==> src/rtl/riscv_ctrl_pkg.sv <==
// rtl/riscv_ctrl_pkg.sv - shared encodings for the RV32I multi-cycle controller
package riscv_ctrl_pkg;

  typedef enum logic [2:0] {
    ST_BOOT      = 3'd0,
    ST_FETCH     = 3'd1,
    ST_DECODE    = 3'd2,
    ST_EXECUTE   = 3'd3,
    ST_MEM       = 3'd4,
    ST_WRITEBACK = 3'd5,
    ST_TRAP      = 3'd6
  } state_t;

  localparam logic [6:0] OPC_LUI    = 7'b0110111;
  localparam logic [6:0] OPC_AUIPC  = 7'b0010111;
  localparam logic [6:0] OPC_JAL    = 7'b1101111;
  localparam logic [6:0] OPC_JALR   = 7'b1100111;
  localparam logic [6:0] OPC_BRANCH = 7'b1100011;
  localparam logic [6:0] OPC_LOAD   = 7'b0000011;
  localparam logic [6:0] OPC_STORE  = 7'b0100011;
  localparam logic [6:0] OPC_OPIMM  = 7'b0010011;
  localparam logic [6:0] OPC_OP     = 7'b0110011;

  typedef enum logic [3:0] {
    CLS_NONE   = 4'd0,
    CLS_LUI    = 4'd1,
    CLS_AUIPC  = 4'd2,
    CLS_JAL    = 4'd3,
    CLS_JALR   = 4'd4,
    CLS_BRANCH = 4'd5,
    CLS_LOAD   = 4'd6,
    CLS_STORE  = 4'd7,
    CLS_OPIMM  = 4'd8,
    CLS_OP     = 4'd9
  } op_class_t;

  localparam logic [1:0] PC_SEL_PLUS4  = 2'd0;
  localparam logic [1:0] PC_SEL_TARGET = 2'd1;
  localparam logic [1:0] PC_SEL_JALR   = 2'd2;

  localparam logic [1:0] WB_SEL_ALU  = 2'd0;
  localparam logic [1:0] WB_SEL_LOAD = 2'd1;
  localparam logic [1:0] WB_SEL_PC4  = 2'd2;
  localparam logic [1:0] WB_SEL_UIMM = 2'd3;

  localparam logic [1:0] CAUSE_NONE        = 2'd0;
  localparam logic [1:0] CAUSE_ILLEGAL     = 2'd1;
  localparam logic [1:0] CAUSE_MEM_TIMEOUT = 2'd2;

endpackage

==> src/rtl/opcode_decoder.sv <==
// rtl/opcode_decoder.sv - maps an RV32I major opcode to its class and an illegal flag
module opcode_decoder
  import riscv_ctrl_pkg::*;
(
  input  logic [6:0] opcode_i,
  output logic [3:0] class_o,
  output logic       illegal_o
);

  // Pure lookup; anything outside the supported base set is flagged illegal
  always_comb begin
    class_o   = CLS_NONE;
    illegal_o = 1'b0;
    case (opcode_i)
      OPC_LUI:    class_o = CLS_LUI;
      OPC_AUIPC:  class_o = CLS_AUIPC;
      OPC_JAL:    class_o = CLS_JAL;
      OPC_JALR:   class_o = CLS_JALR;
      OPC_BRANCH: class_o = CLS_BRANCH;
      OPC_LOAD:   class_o = CLS_LOAD;
      OPC_STORE:  class_o = CLS_STORE;
      OPC_OPIMM:  class_o = CLS_OPIMM;
      OPC_OP:     class_o = CLS_OP;
      default:    illegal_o = 1'b1;
    endcase
  end

endmodule

==> src/rtl/multicycle_controller.sv <==
// rtl/multicycle_controller.sv - multi-cycle fetch/decode/execute/mem/writeback sequencer
module multicycle_controller
  import riscv_ctrl_pkg::*;
#(
  parameter int INSTRET_WIDTH = 32,
  parameter int MEM_TIMEOUT   = 16
) (
  input  logic                     clk_i,
  input  logic                     reset_i,
  input  logic [31:0]              instruction_i,
  input  logic                     branch_taken_i,
  input  logic                     mem_ready_i,
  output logic                     write_pc_o,
  output logic                     write_ir_o,
  output logic                     write_reg_file_o,
  output logic                     mem_req_o,
  output logic                     mem_we_o,
  output logic [1:0]               pc_sel_o,
  output logic                     alu_b_sel_o,
  output logic [1:0]               wb_sel_o,
  output logic [2:0]               state_o,
  output logic                     trap_o,
  output logic [1:0]               trap_cause_o,
  output logic [INSTRET_WIDTH-1:0] instret_o
);

  state_t                   r_state;
  op_class_t                r_class;
  logic [7:0]               r_tmo_cnt;
  logic                     r_trap;
  logic [1:0]               r_cause;
  logic [INSTRET_WIDTH-1:0] r_instret;

  logic [3:0]               w_dec_class;
  logic                     w_dec_illegal;
  logic [7:0]               w_tmo_next;
  logic [INSTRET_WIDTH-1:0] w_instret_next;
  logic                     w_rd_nonzero;
  logic                     w_unused;

  opcode_decoder u_opcode_decoder (
    .opcode_i  (instruction_i[6:0]),
    .class_o   (w_dec_class),
    .illegal_o (w_dec_illegal)
  );

  assign w_tmo_next     = r_tmo_cnt + 8'd1;
  assign w_instret_next = r_instret + {{(INSTRET_WIDTH-1){1'b0}}, 1'b1};
  assign w_rd_nonzero   = (instruction_i[11:7] != 5'd0);
  assign w_unused       = ^instruction_i[31:12];

  assign state_o      = r_state;
  assign trap_o       = r_trap;
  assign trap_cause_o = r_cause;
  assign instret_o    = r_instret;

  // State sequencing, class latch, memory timeout, retire count and sticky trap
  always_ff @(posedge clk_i or negedge reset_i) begin
    if (!reset_i) begin
      r_state   <= ST_BOOT;
      r_class   <= CLS_NONE;
      r_tmo_cnt <= 8'd0;
      r_trap    <= 1'b0;
      r_cause   <= CAUSE_NONE;
      r_instret <= '0;
    end else begin
      case (r_state)
        ST_BOOT:  r_state <= ST_FETCH;
        ST_FETCH: r_state <= ST_DECODE;
        ST_DECODE: begin
          r_class <= op_class_t'(w_dec_class);
          if (w_dec_illegal) begin
            r_state <= ST_TRAP;
            r_trap  <= 1'b1;
            r_cause <= CAUSE_ILLEGAL;
          end else begin
            r_state <= ST_EXECUTE;
          end
        end
        ST_EXECUTE: begin
          case (r_class)
            CLS_BRANCH: begin
              r_instret <= w_instret_next;
              r_state   <= ST_FETCH;
            end
            CLS_LOAD, CLS_STORE: begin
              r_tmo_cnt <= 8'd0;
              r_state   <= ST_MEM;
            end
            default: r_state <= ST_WRITEBACK;
          endcase
        end
        ST_MEM: begin
          // Ready wins over timeout when both land on the same cycle
          if (mem_ready_i) begin
            if (r_class == CLS_STORE) begin
              r_instret <= w_instret_next;
              r_state   <= ST_FETCH;
            end else begin
              r_state <= ST_WRITEBACK;
            end
          end else begin
            r_tmo_cnt <= w_tmo_next;
            if (w_tmo_next == MEM_TIMEOUT[7:0]) begin
              r_state <= ST_TRAP;
              r_trap  <= 1'b1;
              r_cause <= CAUSE_MEM_TIMEOUT;
            end
          end
        end
        ST_WRITEBACK: begin
          r_instret <= w_instret_next;
          r_state   <= ST_FETCH;
        end
        ST_TRAP: r_state <= ST_TRAP;
        default: r_state <= ST_BOOT;
      endcase
    end
  end

  // Strobes and selects decoded from current state and latched opcode class
  always_comb begin
    write_pc_o       = 1'b0;
    write_ir_o       = 1'b0;
    write_reg_file_o = 1'b0;
    mem_req_o        = 1'b0;
    mem_we_o         = 1'b0;
    pc_sel_o         = PC_SEL_PLUS4;
    alu_b_sel_o      = 1'b0;
    wb_sel_o         = WB_SEL_ALU;
    case (r_state)
      ST_FETCH: write_ir_o = 1'b1;
      ST_EXECUTE: begin
        alu_b_sel_o = (r_class == CLS_OPIMM) || (r_class == CLS_LOAD) ||
                      (r_class == CLS_STORE) || (r_class == CLS_JALR);
        if (r_class == CLS_BRANCH) begin
          write_pc_o = 1'b1;
          pc_sel_o   = branch_taken_i ? PC_SEL_TARGET : PC_SEL_PLUS4;
        end
      end
      ST_MEM: begin
        mem_req_o = 1'b1;
        mem_we_o  = (r_class == CLS_STORE);
        if (mem_ready_i && (r_class == CLS_STORE)) begin
          write_pc_o = 1'b1;
          pc_sel_o   = PC_SEL_PLUS4;
        end
      end
      ST_WRITEBACK: begin
        write_reg_file_o = w_rd_nonzero;
        write_pc_o       = 1'b1;
        case (r_class)
          CLS_LUI:  wb_sel_o = WB_SEL_UIMM;
          CLS_LOAD: wb_sel_o = WB_SEL_LOAD;
          CLS_JAL: begin
            wb_sel_o = WB_SEL_PC4;
            pc_sel_o = PC_SEL_TARGET;
          end
          CLS_JALR: begin
            wb_sel_o = WB_SEL_PC4;
            pc_sel_o = PC_SEL_JALR;
          end
          default: wb_sel_o = WB_SEL_ALU;
        endcase
      end
      default: ;
    endcase
  end

endmodule

==> config.mk <==
export PLATFORM = sky130hd
export DESIGN_NAME = multicycle_controller
export DESIGN_NICKNAME = d
export VERILOG_FILES = /design/src/rtl/riscv_ctrl_pkg.sv /design/src/rtl/opcode_decoder.sv /design/src/rtl/multicycle_controller.sv
export SDC_FILE = /design/constraint.sdc
export NUM_CORES = 1
export LEC_CHECK = 0
export ABC_AREA = 1
export CAP_MARGIN = 15
export CELL_PAD_IN_SITES_DETAIL_PLACEMENT = 0
export CELL_PAD_IN_SITES_GLOBAL_PLACEMENT = 1
export CORE_ASPECT_RATIO = 0.6
export CORE_UTILIZATION = 37
export DETAILED_ROUTE_END_ITERATION = 7
export GPL_TIMING_DRIVEN = 0
export HOLD_SLACK_MARGIN = 0.1
export PLACE_DENSITY = 0.86
export SYNTH_ARGS = -nofsm -noshare
export SYNTH_HDL_FRONTEND = slang
export SYNTH_SLANG_ARGS = --single-unit
==> constraint.sdc <==
create_clock -name clk_i -period 2.42 [get_ports clk_i]
set_input_delay 0.242 -clock clk_i [delete_from_list [all_inputs] [get_ports clk_i]]
set_output_delay 0.242 -clock clk_i [all_outputs]
set_load 0.05 [all_outputs]
=== Word-level counts from Yosys, hierarchy flattened ===
Cells that the tools add are included.

* Add/sub/neg operators: 2
* Eq/ne operators: 31
* Muxes and demuxes: 36
* Reduce and logical (&&, ||, !) cells: 16

{| class="wikitable"
|+ Operators with widths
! operator !! number
|-
| $mux 32 || 3
|-
| $pmux 32 s3 || 1
|-
| $pmux 4 s9 || 1
|-
| $add 32x1->32 const B || 1
|-
| $eq 7x6->1 const B || 3
|-
| $eq 7x7->1 const B || 3
|-
| $pmux 3 s6 || 1
|-
| $eq 4x3->1 const B || 4
|-
| $mux 8 || 2
|-
| $pmux 8 s2 || 1
|-
| $eq 7x5->1 const B || 2
|-
| $mux 1 || 12
|-
| $mux 3 || 4
|-
| $ne 2x2->1 const B || 6
|-
| $pmux 2 s2 || 3
|-
| $eq 3x3->1 const B || 3
|-
| $reduce_or 9->1 || 1
|-
| $add 8x1->8 const B || 1
|-
| $eq 8x5->1 const B || 1
|-
| $mux 2 || 4
|-
| $reduce_and 4->1 || 2
|-
| $eq 7x2->1 const B || 1
|-
| $eq 3x2->1 const B || 2
|-
| $pmux 2 s3 || 1
|-
| 17 further kinds || 22
|}

* Register bits after elaboration: 50
* Logic and storage cells: 91

=== Longest topological paths before layout ===
* Depth in word-level cells: 5
* Gate-level depth with buffers: 11
* Gate-level depth less buffers: 11

=== Cells and area by module ===
A second synthesis with hierarchy kept.

* Cell total of the unflattened synthesis: 444
* Area total of the unflattened synthesis: 3133.0 um2

{| class="wikitable"
|+ Modules (own cells, without submodules)
! module !! times used !! cells each !! area an instance (um2) !! seq. area each (um2)
|-
| multicycle_controller || 1 || 408 || 2970.3 || 1251.2
|-
| opcode_decoder || 1 || 36 || 162.7 || 0.0
|}

=== Worst setup path after synthesis ===
Ideal clock, no wire load.

* Path type: flip-flop to output port
* Start point: register r_state[1] (netlist: state_o[1])
* End point: output port pc_sel_o[0]
* Arrival: 2271 ps
* Required time: 2178 ps
* Setup slack: -93 ps
* Cell stages (with the launch flop): 4
* Cells stage by stage: dfrtp_1 inv_1 nand3_1 o31ai_1

* Longest elaborated chain between the ends: 2
* Elaborated cells on any way between the ends: 3
* Classes of those cells: eq/ne: 2; mux: 1

{| class="wikitable"
|+ Ends and longest elaborated chain
! element !! line !! text
|-
| start, declared || multicycle_controller.sv:27 || <nowiki>state_t r_state;</nowiki>
|-
| start signal, assigned || multicycle_controller.sv:60 || <nowiki>r_state <= ST_BOOT;</nowiki>
|-
| start signal, assigned || multicycle_controller.sv:68 || <nowiki>ST_BOOT: r_state <= ST_FETCH;</nowiki>
|-
| start signal, assigned || multicycle_controller.sv:69 || <nowiki>ST_FETCH: r_state <= ST_DECODE;</nowiki>
|-
| $eq 3x3->1 or $eq 3x2->1 (tied branches) || multicycle_controller.sv:131 || <nowiki>case (r_state)</nowiki>
|-
| $pmux 2 s2 (*) || multicycle_controller.sv:131 ||
|-
| end, declared || multicycle_controller.sv:18 || <nowiki>output logic [1:0] pc_sel_o,</nowiki>
|}

Mark *: on every way between the ends. The rest lies on a longest branch, timed or not.

=== Final worst setup path ===
* Start point: register r_class[3]
* End point: output port mem_we_o

* Longest elaborated chain between the ends: 2

{| class="wikitable"
|+ Ends and longest elaborated chain
! element !! line !! text
|-
| start, declared || multicycle_controller.sv:28 || <nowiki>op_class_t r_class;</nowiki>
|-
| start signal, assigned || multicycle_controller.sv:71 || <nowiki>r_class <= op_class_t'(w_dec_class);</nowiki>
|-
| $eq 4x3->1 || multicycle_controller.sv:143 || <nowiki>mem_we_o = (r_class == CLS_STORE);</nowiki>
|-
| $mux 1 || multicycle_controller.sv:131 ||
|-
| end, declared || multicycle_controller.sv:17 || <nowiki>output logic mem_we_o,</nowiki>
|}

Every way passes these cells.

==> flow_summary_export.csv <==
group,metric,value,unit
outcome,outcome,"finished clean",
clocking,cts_tree,"built",
clocking,h-tree-depth,2,
die,core,7914,sq um
place,port_buffers,63,
sta,fin_crit_sh,96.42,%
route,detail-route-antenna-nets,0,
yosys,synth_fp_nets,459,
die,die_w,119.1,um
clocking,root_buffer,"clkbuf_16",
setup_path,arrival,2.09,ns
setup_path,rrSetupSlack,0.57,ns
setup_path,startpoint_type,"flop",
route,vias,2876,
die,fp-row-count,25,
setup_path,cp.depth,6,
yosys,yosys_warnings,0,
clocking,postCtsSetupRepairBufs,0,
sta,rsz0062_at_grt,"false",
setup_path,critPathSlowestCell,"clkdlybuf4s50_1",
global_route,grt_pass1_wl,13.82,mm
yosys,synth_area,3043,sq um
power_and_ir_drop,ir_drop,0.3438,mV
die,start_util,38.45,%
cells_and_area,final.fill_count,795,
setup_path,crit_start,"r_class[3]",
sta,worst_clock_skew,0.007680,ns
sta,hold_viol,0,
cells_and_area,stdcell_count,602,
yosys,synth_top_area_share,41.12,%
setup_path,reg2reg_from,"instret_o[0]",
power_and_ir_drop,leakagePower,0.001796,uW
cells_and_area,area_delta_synth_final,31.25,%
setup_path,path_cells,"inv_1 -> nand2_1 -> nor2_1 -> inv_1 -> nor2_1 -> clkdlybuf4s50_1",
setup_path,critPathTopFamily,"buffers and inverters",
yosys,avgSynthCellArea,7.228,sq um
sta,report.final.setup_viol,0,
die,die_area,8603,sq um
setup_path,end_kind,"output port",
die,die_y,72.25,um
setup_path,crit_end,"mem_we_o",
yosys,synth_area_leaders,"dfrtp_1, nand2_1, nor2_1",
sta,drv_slew,0,
place,dp_cells,593,
yosys,synth_top_cell_by_area,"dfrtp_1",
global_route,grt-ovfl-total,0,
route,wl,8.273,mm
cells_and_area,nNetsFinal,531,
clocking,numCtsBuffers,5,
setup_path,crit_required,2.18,ns
yosys,synth_cell_type_count,32,
global_route,grt_start_max_net_pins,39,
route,viasPerCell,4.777,
sta,min_period,2.333,ns
place,dp_hpwl,6.526,mm
yosys,ys_seq_elements,50,
setup_path,crit_fanout,3,
cells_and_area,n_antenna_cell,0,
global_route,grt_pass1_vias,2707,
sta,fmax,428.6,MHz
global_route,antenna_found_initial,0,
route,drtIter0Drc,212,
setup_path,rr_worst_depth,8,
cells_and_area,layout-drive-gt1-share,6.680,%
clocking,clock_latency,0.30,ns
route,wl_per_cell,13.74,um
global_route,track_usage,20.92,%
setup_path,crit_buf_inv,3,
clocking,cts.reportedPaths.clkPinSlew,0.07,ns
run,drv_cap,0,
setup_path,reg2reg_to,"instret_o[18]",
sta,max-slew-margin-rel,55.90,%
place,place.gp.congestion,0.8829,
cells_and_area,post-route-util,50.47,%
yosys,syn_inst,421,
setup_path,critPathMaxStageDelay,0.83,ns
route,drt_pass1_iterations,4,
die,ios,84,
worst_hold_path,worstHoldPathType,"input port to async pin",
clocking,cts.sinks,50,
clocking,cts_buffer_depth,2,
yosys,yosysSeqAreaShare,41.12,%
setup_path,worstSetupPathType,"flop to output port",
sta,worstMarginPinSlew,0.6591,ns
power_and_ir_drop,power_density,859.5,nW/um^2
route,drc,0,
## power breakdown
group | switching [uW] | total, uW | internal (uW) | leakage (uW)
logic | 1020 | 1480 | 462 | 0.00107
registers | 221 | 1220 | 1000 | 0.000652
clock network | 314 | 725 | 411 | 0.0000739
total | 1560 | 3430 | 1870 | 0.00180
## per-layer routing
layer	vias to the layer above	wire, um	track usage (%)	share of wire, %
met4	0	82	5.485	0.99
met1	1319	4791	34.33	58
li1	1480	-	-	-
met5	-	0	0	0
met2	69	3016	27.07	36
met3	8	383	3.774	4.6
## cells in the final DEF, fill, tap and decap left out, types with 2 or more instances in the layout
cell type	count
a21oi_1	3
buf_2	3
clkbuf_16	5
clkdlybuf4s50_1	55
dfrtp_1	50
dlygate4sd2_1	3
dlymetal6s2s_1	2
ha_1	2
inv_1	45
inv_2	4
nand2_1	135
nand2_2	4
nand3_1	21
nand3_2	2
nand4_1	9
nor2_1	59
nor2_2	3
nor2_4	3
nor3_1	15
o21ai_0	18
o22ai_1	2
o31ai_1	2
xnor2_1	13
xor2_1	16
## how the worst min path moves through the flow
| stage | startpoint | endpoint | slack (ns) |
|---|---|---|---|
| detailed placement | reset_i | instret_o[25] | 0.16 |
| CTS | reset_i | r_tmo_cnt[6] | 0.38 |
| global placement | trap_o | trap_o | 0.47 |
| floorplan | reset_i | instret_o[0] | -0.05 |
| finish | reset_i | instret_o[2] | 0.37 |
| global route | reset_i | instret_o[25] | 0.40 |
## cells in the mapped netlist
cell type  count
a21oi_1        3
a22o_1         1
a22oi_1        1
a32oi_1        1
buf_2          2
buf_6          1
dfrtp_1       50
ha_1           2
inv_1         45
inv_2          4
nand2_1      135
nand2_2        4
nand3_1       22
nand3_2        1
nand3_4        1
nand3b_1       1
nand4_1        9
nand4_4        1
nor2_1        59
nor2_2         3
nor2_4         3
nor3_1        15
nor4_1         1
o211ai_1       1
o21ai_0       18
o21ai_2        1
o22ai_1        2
o311ai_0       1
o31ai_1        3
or4_1          1
xnor2_1       13
xor2_1        16
## final cells by class
cell class / count / area, sq um / area share [%]
Clock buffer: 7 / 142.6 / 3.571
Multi-Input combinational cell: 319 / 1597 / 39.97
Timing Repair Buffer: 65 / 658.1 / 16.48
Buffer: 3 / 21.27 / 0.5326
Inverter: 49 / 183.9 / 4.605
Clock inverter: 1 / 5.005 / 0.1253
Tap cell: 108 / 135.1 / 3.383
Sequential cell: 50 / 1251 / 31.33
## per-stage QoR
step,area [sq um],total power [uW],setup WS [ns],TNS [ns],hold slack (ns)
3_5_place_dp,3829,2717,-0.001253,-0.001253,0.1582
6_report,3994,3433,0.08672,0,0.3719
3_3_place_gp,3814,2697,-0.4261,-21.18,0.4745
4_1_cts,3983,3443,0.02825,0,0.3839
5_1_grt,3994,3637,0.01301,0,0.3977
2_1_floorplan,3048,2211,0.3306,0,-0.05359
## kinds of logic after synthesis
family          after synthesis  share of synthesized area, %
simple gates                256                         36.72
buf+inv                      52                         6.743
flops                        50                         41.12
compound gates               32                         6.250
xor+xnor                     29                         8.347
fa+ha+maj                     2                        0.8222
## flip-flops by register name, indices dropped and copies added (netlist names)
register,cells
r_tmo_cnt,8
instret_o,32
state_o,3
trap_cause_o,2
trap_o,1
r_class,4
## what timing repair did
action	in CTS	in global routing
hold buffers	1	0
gates resized for setup	7	4
endpoints found under the hold margin	12	0
setup endpoints to repair	5	4
No activity file was read; power rests on OpenSTA's default activity.
==> variant 1 (config.mk and constraints unchanged) <==
`INSTRET_WIDTH`: 32 -> 48.
--- a/src/rtl/multicycle_controller.sv
+++ b/src/rtl/multicycle_controller.sv
@@ -4,3 +4,3 @@
 #(
-  parameter int INSTRET_WIDTH = 32,
+  parameter int INSTRET_WIDTH = 48,
   parameter int MEM_TIMEOUT   = 16
Ports: changed (resized instret_o); port bits go from 84 to 100. The function was not compared with the original's and may differ.
==> variant 1 against the unedited design <==
- the flow now finishes with violations (design-rule violations)
- total power is 27% higher
- wire length is 52% higher
- maximum frequency decreased by 0.74%
- sequential cell count rose by 16
- clock skew decreased by 0.76 ps
- sequential share of layout area shrank 1.1 points
- design area rose by 37%
- first-iteration DRC count up 85%
- setup slack worse by 17 ps
- non-clock buffer count rose by 21
- synthesized area rose by 35%
- largest power group unchanged
- highest routed layer unchanged
==> variant 1: results (changes against the unedited design) <==
* Status: finished with violations
* Failing checks: design-rule violations
* Number of DRC markers in iteration 0 at 393 (+85%)
* Met3 Resource Use GR at 0.0551 (+0.0173)
* GRT Total Usage at 0.225 (+0.0160)
* H-tree depth at 3 (+1)
* Post-synthesis compound-gate area fraction at 0.0502 (-0.0123)
* CTS Buf Count at 9 (+4)
* R2R Path End: instret_o[32]
* Placed Cells at 820 (+38%)
* First-pass GRT wire length at 20.0 mm (+44%)
* Peak VDD IR at 457 uV (+33%)
* Area after DPL at 0.00508 sq mm (+33%)
* CP max stage delay at 790 ps (-40 ps)
* Number of remaining DRC errors at 4 (+4)
* RD Place Congestion at 0.918 (+4.0%)
* DRT Pass-1 Iters at 7 (+3)
* Fill cells at 1040 (+31%)
* Non-filler cells in the finished layout at 840 (+40%)
* Critical Path Start: state_o[0]
* Share of layout cells above drive strength 1 at 0.0528 (-0.0140)
* Buffers on Ports at 79 (+25%)
* Critical Path AT at 2110 ps (+20 ps)
* Worst skew pair latency at 340 ps (+40 ps)
* Via count at 4273 (+49%)
* NumNets Final at 735 (+38%)
* Max reg flops at 48 (+50%)
* Detailed placer's ending HPWL at 9.76 mm (+50%)
* Worst-Margin Slew at 847 ps (+187 ps)
* Cells on worst reg2reg path at 10 (+2)
* Largest net degree at the start of global routing at 67 (+72%)
* Synth area leaders: dfrtp_1 40%, nand2_1 18%, nor2_1 8.8%, inv_1 6.4%, xor2_1 5.7%
* Area growth syn-to-layout at 32.6%
* Netlist cell types at 26 (-19%)
* Register area share after synthesis at 0.401 (-0.00985)
* Period minus WS final at 2350 ps (+17.5 ps)
* Met1 Use GR at 0.367 (+0.0239)
* Syn Area/Cell at 6.84 sq um (-5.4%)
* Leakage at 0.00233 uW (+30%)
* Max FO, Critical Path at 5 (+2)
* Clk slew on worst S/H paths at 50 ps (-20 ps)
* M2 GR Usage at 0.281 (+0.00994)
-- variant 1: cell count changes after synthesis, moves of 4 or more --
cell	unedited run	this run
nand2_1	135	201
nor2_1	59	96
inv_1	45	70
nand3_1	22	40
dfrtp_1	50	66
xor2_1	16	27
nor3_1	15	24
o21ai_0	18	25
nor3_2	0	5
nand2_2	4	0
-- variant 1: report_power, final --
group,switching [uW],internal (uW)
registers,195,1260
clock network,465,952
logic,1040,467
-- variant 1: layout make-up --
type | instances | share of cell area
Buffer | 5 | 0.00596
Clock buffer | 13 | 0.0477
Clock inverter | 2 | 0.0110
Inverter | 72 | 0.0495
Multi-Input combinational cell | 459 | 0.400
Sequential cell | 66 | 0.303
Tap cell | 139 | 0.0319
Timing Repair Buffer | 84 | 0.151
-- variant 1: how the worst min path moves through the flow --
stage               startpoint           end  slack, ps
floorplan              reset_i  instret_o[0]        -50
global placement        trap_o        trap_o        460
detailed placement     reset_i    r_class[2]        400
CTS                     trap_o        trap_o        470
global route            trap_o        trap_o        490
finish                  trap_o        trap_o        470
-- variant 1: metal layers --
| layer | vias to the layer above | share of wire |
|---|---|---|
| met2 | 154 | 0.37 |
| li1 | 2090 | - |
| met4 | 0 | 0.0096 |
| met1 | 2013 | 0.55 |
| met5 | - | 0 |
| met3 | 16 | 0.074 |
-- variant 1: logic make-up after synthesis --
kind of cell	count (synthesis)
xor gates and xnor gates	40
and+or+nand+nor	380
adders and majority gates	2
AOI/OAI and AO/OA	37
buffers and inverters	77
DFF	66
-- variant 1: repair_timing --
item	4_1_cts	5_1_grt
resized for setup	13	4
hold buffers	1	0
setup buffers	0	4
pin swaps	0	1
setup endpoints to repair	6	3
endpoints found under the hold margin	66	0
==> variant 2 (config.mk and constraints unchanged) <==
Made on the original files. Reset style: synchronous (`reset_i`), changed in one clocked block.
--- a/src/rtl/multicycle_controller.sv
+++ b/src/rtl/multicycle_controller.sv
@@ -57,3 +57,3 @@
   // State sequencing, class latch, memory timeout, retire count and sticky trap
-  always_ff @(posedge clk_i or negedge reset_i) begin
+  always_ff @(posedge clk_i) begin
     if (!reset_i) begin
Function: differs if reset_i is asserted again (counterexample within 4 cycles, from zero or initial values and one cycle with reset_i low); with reset_i held inactive, the same outputs for 10 cycles.
==> variant 2 against the unedited design <==
- sequential cell count stayed put
- design area is 0.38% lower
- via count is 13% higher
- wire length is 9.6% higher
- synthesized area is 0.95% higher
- total power is 23% lower
- sequential share of layout area is 6.2 points lower
- setup slack better by 1.7 ps
- count of clock-buffer cells in the layout stayed put
- critical path type unchanged
- critical endpoint is now write_reg_file_o
==> variant 2: results (changes against the unedited design) <==
* Status: complete, no violations
* Cells on worst reg2reg path at 7 (-1)
* Share of layout cells above drive strength 1 at 0.0690 (+0.00216)
* Critical Path Start: state_o[2]
* CTS Buf Count at 5 (unchanged)
* Setup crit end: write_reg_file_o
* Leakage at 0.00143 uW (-21%)
* Initial antenna violation count at 0 (unchanged)
* Max FO, Critical Path at 7 (+4)
* Synth area leaders: dfxtp_1 33%, nand2_1 17%, nor2_1 7.6%, a21oi_1 7.3%, inv_1 5.9%
* Netlist cell types at 41 (+28%)
* Syn_nets at 519 (+13%)
* GRT Total Usage at 0.218 (+0.00930)
* Top Family by Delay on Critical Path: buffers and inverters
* Hold Path Class: in2reg
* Peak VDD IR at 270 uV (-21%)
* Vias in the first global route at 2863 (+5.8%)
* Power Internal at 1590 uW (-15%)
* Clock skew at 2.99 ps (-4.69 ps)
* Crit-path slowest cell: clkdlybuf4s50_1
* Worst-Margin Slew at 622 ps (-36.9 ps)
* Number of DRC markers in iteration 0 at 255 (+20%)
* Clk slew on worst S/H paths at 70 ps (about the same)
* Area after DPL at 0.00383 sq mm (about the same)
* R2r setup slk at 610 ps (+40 ps)
* DRT Pass-1 Iters at 5 (+1)
* Synth cell count leaders: 140 x nand2_1, 62 x nor2_1, 50 x dfxtp_1
* R2R Path End: instret_o[18]
* DR vias/cell at 4.94 (+3.4%)
* Largest net degree at the start of global routing at 15 (-62%)
* First-pass GRT wire length at 14.5 mm (+5.0%)
* Detailed placer's ending HPWL at 7.16 mm (+9.7%)
* RD Place Congestion at 0.946 (+7.1%)
* NumNets Final at 588 (+11%)
* R2R Path Start: instret_o[16]
* Register area share after synthesis at 0.326 (-0.0853)
* Predominant post-synthesis flop cell: dfxtp_1
* CP max stage delay at 790 ps (-40 ps)
* Ys async rst share at 0 (-1.00)
* Buffers on Ports at 62 (-1.6%)
* H-tree depth at 2 (unchanged)
* Drt wl/cell at 13.8 microns (+0.15%)
==> variant 2: cell types whose count changed after synthesis, moves of 5 or more <==
cell and delta:
dfrtp_1 -50, dfxtp_1 +50, a21oi_1 +42, xor2_1 -9, o21ai_1 +7, clkbuf_1 +6
nand2_1 +5, o21ai_0 -5, xnor2_1 -5
==> variant 2: worst reg2reg max path: stages (launching register included) <==
cell and delay, ps:
dfxtp_1 430, nand2_1 100, nor2_1 270, nand2_1 130
nor3_1 450, xor2_1 180, nand2_1 70, a21oi_1 120
==> variant 2: repair_timing <==
item | in CTS | in global routing
setup buffers | 0 | 0
setup endpoints to repair | 2 | 3
gates resized for setup | 2 | 4
gates cloned | 0 | 0
==> variant 2: layer usage <==
metal	global-route usage	up-vias	part of all wire
met5	0	-	0
met4	0.0569	0	0.012
met3	0.0594	18	0.080
met2	0.277	93	0.35
met1	0.346	1450	0.56
li1	-	1695	-
==> variant 2: power groups by stage <==
stage               clock (uW)  combinational, uW  sequential, uW
detailed placement           0                962             981
global route               773               1030             974
CTS                        740                960             962
floorplan                    0                511            1130
global placement             0                957             981
finish                     730                957             964
==> variant 2: cell type report <==
class                      instances  area, sq um
tap                              108          135
clock inverter                     1         5.00
timing repair buffer              62          619
fill                             830         3970
buffer                            11         61.3
inverter                          54          203
sequential                        50         1000
clock buffer                       7          143
multi-input combinational        366         1810
==> variant 2: metrics by stage <==
stage	std cells	hold slack, ps	power [uW]	TNS [ps]	setup slack, ps
2_1_floorplan	481	454	1640	0	133
3_3_place_gp	651	441	1940	-131	-131
3_5_place_dp	651	456	1940	-128	-128
4_1_cts	659	359	2660	0	8.00
5_1_grt	659	381	2780	0	0.976
6_report	659	351	2650	0	88.4
==> variant 2: cells by family after synthesis <==
logic type      after synthesis  share of synthesized area
fa+ha+maj                     2                    0.00815
compound gates               77                      0.139
simple gates                272                      0.398
flops                        50                      0.326
buf+inv                      65                     0.0859
xor+xnor                     15                     0.0428
==> variant 2: how the worst min path moves through the flow <==
stage                     cells past startpoint         from             to  slack, ps
final                                         3      reset_i  instret_o[10]        350
after global routing                          3      reset_i  instret_o[10]        380
after CTS                                     3      reset_i  instret_o[10]        360
after detailed placement                      2       trap_o         trap_o        460
after global placement                        2       trap_o         trap_o        440
after floorplan                               3  mem_ready_i   r_tmo_cnt[2]        450
